File: config.mk
export PLATFORM = sky130hd
export DESIGN_NAME = trap_ctrl
export DESIGN_NICKNAME = d
export VERILOG_FILES = /design/src/rtl/trap_ctrl.sv
export SDC_FILE = /design/constraint.sdc
export NUM_CORES = 1
export LEC_CHECK = 0
export CAP_MARGIN = 20
export CORE_AREA = 3 3 169 171
export CTS_CLUSTER_DIAMETER = 50
export DETAILED_ROUTE_END_ITERATION = 12
export DIE_AREA = 0 0 172 174
export MAX_ROUTING_LAYER = met4
export SLEW_MARGIN = 20
export SYNTH_ARGS = -nofsm -noshare
export SYNTH_HDL_FRONTEND = slang
export SYNTH_SLANG_ARGS = --single-unit
File: constraint.sdc
create_clock -name clk -period 2 [get_ports clk]
set_input_delay 0.4 -clock clk [delete_from_list [all_inputs] [get_ports clk]]
set_output_delay 0.4 -clock clk [all_outputs]
set_load 0.03 [all_outputs]
File: src/rtl/trap_ctrl.sv
// Trap sequencer: arbitrates exceptions, interrupts and MRET into a single CSR trigger,
// then flushes the pipeline and holds it stalled until fetch takes the redirect.
module trap_ctrl #(
  parameter bit          VECTORED_EN     = 1'b1,
  parameter logic [31:0] RESET_PC_UNUSED = 32'h0
) (
  input  logic        clk,
  input  logic        rst,
  input  logic        exc_valid,
  input  logic [5:0]  exc_flags,
  input  logic [31:0] exc_pc,
  input  logic [31:0] exc_tval,
  input  logic        mret_valid,
  input  logic [31:0] next_pc,
  input  logic        pipe_idle,
  input  logic        interrupt_pending,
  input  logic [31:0] mip,
  input  logic [31:0] mie,
  input  logic [31:0] mtvec,
  input  logic [31:0] mepc,
  output logic        exception_trigger,
  output logic [31:0] exception_pc,
  output logic [31:0] exception_code,
  output logic [31:0] exception_tval,
  output logic        interrupt_trigger,
  output logic [31:0] interrupt_pc,
  output logic [31:0] interrupt_code,
  output logic        mret_trigger,
  output logic        stall,
  output logic        flush,
  output logic        redirect_valid,
  output logic [31:0] redirect_pc,
  input  logic        redirect_ready
);

  typedef enum logic [1:0] {IDLE, DRAIN, COMMIT, REDIRECT} state_t;
  typedef enum logic [1:0] {KIND_EXC, KIND_IRQ, KIND_MRET} kind_t;

  state_t      state, state_nxt;
  kind_t       kind, kind_nxt;
  logic [31:0] lat_pc, lat_pc_nxt;
  logic [31:0] lat_tval, lat_tval_nxt;
  logic [31:0] lat_code, lat_code_nxt;
  logic [31:0] target, target_nxt;
  logic [4:0]  exc_cause;
  logic [4:0]  irq_cause;
  logic        irq_found;
  logic [31:0] tvec_base;
  logic        commit_live;
  logic        unused_bits;

  assign unused_bits = ^{mip, mie};
  assign tvec_base   = {mtvec[31:2], 2'b00};

  always_comb begin
    exc_cause = 5'd0;
    if (exc_flags[0])      exc_cause = 5'd0;
    else if (exc_flags[1]) exc_cause = 5'd2;
    else if (exc_flags[2]) exc_cause = 5'd11;
    else if (exc_flags[3]) exc_cause = 5'd3;
    else if (exc_flags[4]) exc_cause = 5'd4;
    else if (exc_flags[5]) exc_cause = 5'd6;
  end

  // Machine external beats software beats timer.
  always_comb begin
    irq_found = 1'b1;
    irq_cause = 5'd0;
    if (mip[11] && mie[11])    irq_cause = 5'd11;
    else if (mip[3] && mie[3]) irq_cause = 5'd3;
    else if (mip[7] && mie[7]) irq_cause = 5'd7;
    else                       irq_found = 1'b0;
  end

  always_ff @(posedge clk) begin
    if (rst) begin
      state    <= IDLE;
      kind     <= KIND_EXC;
      lat_pc   <= RESET_PC_UNUSED;
      lat_tval <= RESET_PC_UNUSED;
      lat_code <= 32'd0;
      target   <= RESET_PC_UNUSED;
    end else begin
      state    <= state_nxt;
      kind     <= kind_nxt;
      lat_pc   <= lat_pc_nxt;
      lat_tval <= lat_tval_nxt;
      lat_code <= lat_code_nxt;
      target   <= target_nxt;
    end
  end

  always_comb begin
    state_nxt    = state;
    kind_nxt     = kind;
    lat_pc_nxt   = lat_pc;
    lat_tval_nxt = lat_tval;
    lat_code_nxt = lat_code;
    target_nxt   = target;
    case (state)
      IDLE: begin
        if (exc_valid && (|exc_flags)) begin
          kind_nxt     = KIND_EXC;
          lat_pc_nxt   = exc_pc;
          lat_tval_nxt = exc_tval;
          lat_code_nxt = {27'd0, exc_cause};
          state_nxt    = COMMIT;
        end else if (mret_valid) begin
          kind_nxt  = KIND_MRET;
          state_nxt = COMMIT;
        end else if (interrupt_pending) begin
          state_nxt = DRAIN;
        end
      end
      DRAIN: begin
        if (!interrupt_pending) begin
          state_nxt = IDLE;
        end else if (pipe_idle) begin
          // A pending flag with nothing enabled is dropped and re-arbitrated from IDLE.
          if (irq_found) begin
            kind_nxt     = KIND_IRQ;
            lat_pc_nxt   = next_pc;
            lat_code_nxt = {1'b1, 26'd0, irq_cause};
            state_nxt    = COMMIT;
          end else begin
            state_nxt = IDLE;
          end
        end
      end
      COMMIT: begin
        state_nxt = REDIRECT;
        case (kind)
          KIND_MRET: target_nxt = mepc;
          KIND_IRQ: begin
            if (VECTORED_EN && (mtvec[1:0] == 2'b01))
              target_nxt = tvec_base + {25'd0, lat_code[4:0], 2'b00};
            else
              target_nxt = tvec_base;
          end
          default: target_nxt = tvec_base;
        endcase
      end
      REDIRECT: begin
        if (redirect_ready) state_nxt = IDLE;
      end
      default: state_nxt = IDLE;
    endcase
  end

  // Reset in the commit cycle suppresses the trigger rather than letting it leak out.
  assign commit_live       = (state == COMMIT) && !rst;
  assign exception_trigger = commit_live && (kind == KIND_EXC);
  assign interrupt_trigger = commit_live && (kind == KIND_IRQ);
  assign mret_trigger      = commit_live && (kind == KIND_MRET);
  assign flush             = commit_live;
  assign stall             = (state != IDLE);
  assign redirect_valid    = (state == REDIRECT);
  assign redirect_pc       = redirect_valid ? target : RESET_PC_UNUSED;

  assign exception_pc   = exception_trigger ? lat_pc   : RESET_PC_UNUSED;
  assign exception_tval = exception_trigger ? lat_tval : RESET_PC_UNUSED;
  assign exception_code = exception_trigger ? lat_code : 32'd0;
  assign interrupt_pc   = interrupt_trigger ? lat_pc   : RESET_PC_UNUSED;
  assign interrupt_code = interrupt_trigger ? lat_code : 32'd0;

endmodule
== Yosys cells after proc, flatten, opt, wreduce, memory -nomap -nowiden ==
Index checks and enable logic that the tools add are counted.

* Register bits: 132
* Logic and storage cells: 83

* Add/sub/neg operators: 1
* Eq/ne operators: 14
* Multiplexer cells: 44
* Reductions and logical operators: 18

{| class="wikitable"
|+ Operators by type and width
! operator !! count
|-
| 2-to-1 mux 32 bit || 15
|-
| one-hot mux 32 bit (2 select lines) || 3
|-
| adder 32 x 7 -> 32 bit || 1
|-
| 2-to-1 mux 2 bit || 12
|-
| 2-to-1 mux 3 bit || 5
|-
| 2-to-1 mux 4 bit || 3
|-
| AND reduction 5 bit || 2
|-
| logical AND 1 bit || 8
|-
| != test 2 bit, second input constant || 4
|-
| one-hot mux 2 bit (4 select lines) || 1
|-
| == test 2 x 1 -> 1 bit, second input constant || 3
|-
| == test 2 bit, second input constant || 3
|-
| != test 3 bit, second input constant || 2
|-
| OR reduction 6 bit || 1
|-
| 2-to-1 mux 5 bit || 1
|-
| zero test 2 bit || 2
|-
| != test 4 bit, second input constant || 1
|-
| one-hot mux 2 bit (2 select lines) || 1
|-
| nonzero test 2 bit || 2
|-
| 2-to-1 mux 1 bit || 3
|-
| AND reduction 3 bit || 1
|-
| != test 2 x 1 -> 1 bit, second input constant || 1
|-
| AND reduction 2 bit || 1
|-
| zero test 1 bit || 1
|}

== Depth between registers and ports, before layout ==
* Word-level depth: 8
* Gate-level depth with buffers: 9
* Gate-level depth less buffers: 7

== Worst setup path after synthesis ==
No wires, ideal clock.

* Path kind: input -> register
* From: input port mtvec[2]
* To: register target[18]
* Data arrival time: 1.963 ns
* Required time: 1.914 ns
* Setup slack: -0.049 ns
* Stages: 7
* Cell sequence: ha_1 fa_1 a211o_1 nand2_1 o31a_1 o21ai_0 a211oi_1

* Word-level cells in the longest chain between the ends: 3

{| class="wikitable"
|+ RTL lines
! element !! line !! text
|-
| from (decl) || 19 || <nowiki>input logic [31:0] mtvec,</nowiki>
|-
| adder 32 x 7 -> 32 bit || 136 || <nowiki>target_nxt = tvec_base + {25'd0, lat_code[4:0], 2'b00};</nowiki>
|-
| 2-to-1 mux 32 bit || 135 || <nowiki>if (VECTORED_EN && (mtvec[1:0] == 2'b01))</nowiki>
|-
| one-hot mux 32 bit (2 select lines) || 132 || <nowiki>case (kind)</nowiki>
|-
| to (signal assigned) || 89 || <nowiki>target <= target_nxt;</nowiki>
|-
| to (decl) || 44 || <nowiki>logic [31:0] target, target_nxt;</nowiki>
|}

No other way between the ends.
A chain may end at the register's enable or synchronous reset.

== Worst setup path after layout ==
* From: register state[0]
* To: output port interrupt_pc[1]

* Word-level cells in the longest chain between the ends: 4

{| class="wikitable"
|+ RTL lines
! element !! line !! text
|-
| from (decl) || 39 || <nowiki>state_t state, state_nxt;</nowiki>
|-
| from (signal assigned) || 84 || <nowiki>state <= state_nxt;</nowiki>
|-
| == test 2 bit || 151 || <nowiki>assign commit_live = (state == COMMIT) && !rst;</nowiki>
|-
| logical AND 1 bit || 151 ||
|-
| logical AND 1 bit || 153 || <nowiki>assign interrupt_trigger = commit_live && (kind == KIND_IRQ);</nowiki>
|-
| 2-to-1 mux 32 bit || 163 || <nowiki>assign interrupt_pc = interrupt_trigger ? lat_pc : RESET_PC_UNUSED;</nowiki>
|-
| to (decl) || 26 || <nowiki>output logic [31:0] interrupt_pc,</nowiki>
|}

No other way between the ends.

==> out/qor.csv <==
metric,value,unit
synthesis.yosys.warnings,0,
min_period,2110,ps
cellPowerDensity,539,mW/mm²
worstHoldPathType,reg -> reg,
max-slew-margin-rel,57.6,%
cts_made_buffers,9,
status,"complete, but fails checks",
cts_hold_buffers,0,
die_height,174,µm
violations,setup timing,
maximum_fanout_encountered_on_the_critical_timing_path,6,
grt_remaining_overflow,0,
worst_path_largest_cell_delay,350,ps
power_frac_clock,25.8,%
drt_first_pass_iters,5,
highest_clock_rate,0.474,GHz
clockBufferDepth,2,
cap_violations,0,
share_of_the_core_filled_with_cells_in_the_final_layout,47.0,%
regToRegSetupSlack,90,ps
leakagePower,5.52,nW
clk_root_buffer_cell,sky130_fd_sc_hd__clkbuf_16,
totalWireLength,33500,µm
crit_family,buffers and inverters,
setup_ws_pre_cts,-689,ps
syn_area_per_cell,7.33,µm²
tritoncts,built,
postLayoutCellArea,0.0127,mm²
timing.critical_path.mode_cell,sky130_fd_sc_hd__buf_12,
synth_top_cells_by_area,"sky130_fd_sc_hd__dfxtp_1 31%, sky130_fd_sc_hd__and3_1 13%, sky130_fd_sc_hd__nand2_1 8.4%",
clock_sink_count,105,
port_buffers,322,
switching_share,35.2,%
worstPathCellList,"nand2b_4, nor2_4, buf_12, buf_12, clkbuf_16, and3_4, buf_6",
io-pin-count,435,
comb_power_share,38.3,%
hold_violations,0,
htree_levels,3,
grt_antenna_before_repair,2,
die_width,172,µm
starting_density,25.4,%
portion_of_the_post_synthesis_area_used_by_sequential_elements,30.7,%
fill_cells,2607,
ir_drop,0.303,mV
worst_ep_arrival_time,1710,ps
post-route-worst-setup-slack,-112,ps
gp_routability_congestion,0.840,
critical_path_endpoint_category,output pin,
tightestPinTransition,636,ps
finalSetupViolations,98,
internal-power,0.00443,W
num-nets-final,1575,
critPathBufInv,4,
setup_repair_after_global_routing_missed_its_margin,yes,
ys_seq_elements,105,
syn-instance-count,935,
async_flop_share,0,%
first_pass_grt_wire_length,48000,µm
synth_enable_flop_cells,0,
crit_start_category,flip-flop,
initialDrtViolationCount,522,
synth_cell_types,60,
final_max_slew_viol_count,0,
synth_commonest_cells,"154 x sky130_fd_sc_hd__nand2_1, 143 x sky130_fd_sc_hd__and3_1, 105 x sky130_fd_sc_hd__dfxtp_1",
net-switching-power,0.00241,W
synth_largest_type_area_fraction,30.7,%
min_period_over_period,106,%
rows,60,
die-area,0.0299,mm²
antenna_violating_nets_post_route,0,
required,1600,ps
slowest_stage,sky130_fd_sc_hd__dfxtp_4,
area_growth,85.1,%
drt_drc_violations_left,0,
drive_gt1_share,31.2,%
via_count,8473,
vias_per_cell,5.05,
clk_transition_reported_paths,80,ps
number_of_global_route_vias_before_repair,8301,
synth_top_area_cell,sky130_fd_sc_hd__dfxtp_1,
placement.cell_area,0.0108,mm²
yosys.cell_count.top_type,sky130_fd_sc_hd__nand2_1,
timing.setup.critical_path_class,reg -> out,
yosys_most_used_dff,sky130_fd_sc_hd__dfxtp_1,
grt_start_max_net_pins,110,
post-layout-total-power,0.00684,W
floorplan.core_area,0.0270,mm²
fin_skew,10.3,ps
dp_hpwl,21800,µm
power_frac_seq,35.9,%
groute.usage.overall,21.0,%
detail_route.wl_per_cell,19.9,µm
worstSkewPairLatency,360,ps
mappedNetlistArea,0.00686,mm²
## layout by cell type (no fill, tap or decap), types with 4 or more instances in the layout
cell type	netlist	layout
sky130_fd_sc_hd__dlymetal6s2s_1	0	6
sky130_fd_sc_hd__nor4_1	11	9
sky130_fd_sc_hd__nor4_2	2	4
sky130_fd_sc_hd__and3_1	143	88
sky130_fd_sc_hd__inv_1	14	12
sky130_fd_sc_hd__buf_6	1	106
sky130_fd_sc_hd__a221oi_1	21	21
sky130_fd_sc_hd__buf_12	0	36
sky130_fd_sc_hd__a222oi_1	4	4
sky130_fd_sc_hd__conb_1	1	54
sky130_fd_sc_hd__mux2i_1	5	5
sky130_fd_sc_hd__nor2_1	76	72
sky130_fd_sc_hd__o31a_1	8	8
sky130_fd_sc_hd__nand3_1	14	13
sky130_fd_sc_hd__clkdlybuf4s50_1	0	163
sky130_fd_sc_hd__xnor2_1	5	5
sky130_fd_sc_hd__and3_4	0	54
sky130_fd_sc_hd__a311oi_1	36	30
sky130_fd_sc_hd__dlygate4sd2_1	0	7
sky130_fd_sc_hd__nand2_1	154	153
sky130_fd_sc_hd__o21ai_1	2	4
sky130_fd_sc_hd__buf_16	0	7
sky130_fd_sc_hd__dfxtp_1	105	99
sky130_fd_sc_hd__a21oi_1	53	51
sky130_fd_sc_hd__nand4_1	10	10
sky130_fd_sc_hd__a31oi_1	5	5
sky130_fd_sc_hd__and2_1	7	6
sky130_fd_sc_hd__dfxtp_2	0	4
sky130_fd_sc_hd__nand2b_1	6	5
sky130_fd_sc_hd__nand4b_1	4	4
sky130_fd_sc_hd__a211oi_1	22	20
sky130_fd_sc_hd__o21ai_0	17	15
sky130_fd_sc_hd__a221o_1	4	4
sky130_fd_sc_hd__nor3_1	9	8
sky130_fd_sc_hd__buf_4	54	134
sky130_fd_sc_hd__a311oi_2	0	5
sky130_fd_sc_hd__clkbuf_16	0	17
## worst min-delay path: cells and delay by family (launching register included)
family / cells / cell delay (ps)
flip-flops: 1 / 310
AO/OA/AOI/OAI: 1 / 50
AND/OR/NAND/NOR: 1 / 50
## routing by layer
metal	part of all wire, %	GRT usage, %	vias up	wire length [µm]
met5	0	-	-	0
met1	43	27.2	4021	14300
met4	2.3	6.75	0	754
met2	48	33.0	336	16200
li1	-	-	4069	-
met3	6.8	4.12	47	2270
## power by group through the flow
stage                     logic, W  clock network (W)  registers, W
after global routing       0.00281            0.00190       0.00248
after floorplan            0.00115                  0       0.00243
after detailed placement   0.00207                  0       0.00249
after CTS                  0.00237            0.00181       0.00245
after global placement     0.00204                  0       0.00249
final                      0.00262            0.00177       0.00246
## path summary, 6_finish.rpt
check	start	depth (start not counted)	end
hold / removal	lat_tval[22]	2	lat_tval[22]
setup / recovery	state[0]	7	interrupt_pc[1]
hold reg to reg	lat_tval[22]	2	lat_tval[22]
setup reg to reg	lat_code[0]	7	target[8]
## per-stage QoR
step / TNS, ps / hold slack [ps] / std cells
after floorplan: 0 / 428 / 988
after global placement: -42730 / 435 / 1617
after detailed placement: -44030 / 442 / 1617
after CTS: -6900 / 453 / 1655
after global routing: -11670 / 470 / 1678
final: -3920 / 454 / 1679
## flip-flops by register name, indices dropped and copies added, names as in the netlist
signal    cells
state         2
lat_tval     32
lat_code      5
lat_pc       32
target       32
kind          2
## repair_timing
| action | CTS | global route |
|---|---|---|
| setup buffers | 15 | 12 |
| endpoints found under the setup margin | 192 | 172 |
| pin swaps | 15 | 37 |
| gates resized for setup | 170 | 71 |
| hold endpoints to repair | 0 | 0 |
| cloned | 8 | 10 |
## cells by family after synthesis
group / Yosys count / synth area share, %
mux: 5 / 0.730
compound gates: 197 / 20.8
simple gates: 457 / 33.6
xor+xnor: 7 / 0.894
other cells: 1 / 0.0547
buf+inv: 155 / 11.7
flops: 105 / 30.7
fa+ha+maj: 8 / 1.57
## cell type report
type	instances	area [µm²]	area share, %
Timing Repair Buffer	472	5160	40.7
Clock inverter	6	42.5	0.335
Multi-Input combinational cell	728	4650	36.7
Antenna cell	3	7.51	0.0592
Inverter	14	52.6	0.414
Tap cell	341	427	3.36
Clock buffer	10	229	1.80
Sequential cell	105	2110	16.7
Note: power is estimated with default switching activity, not from simulation.
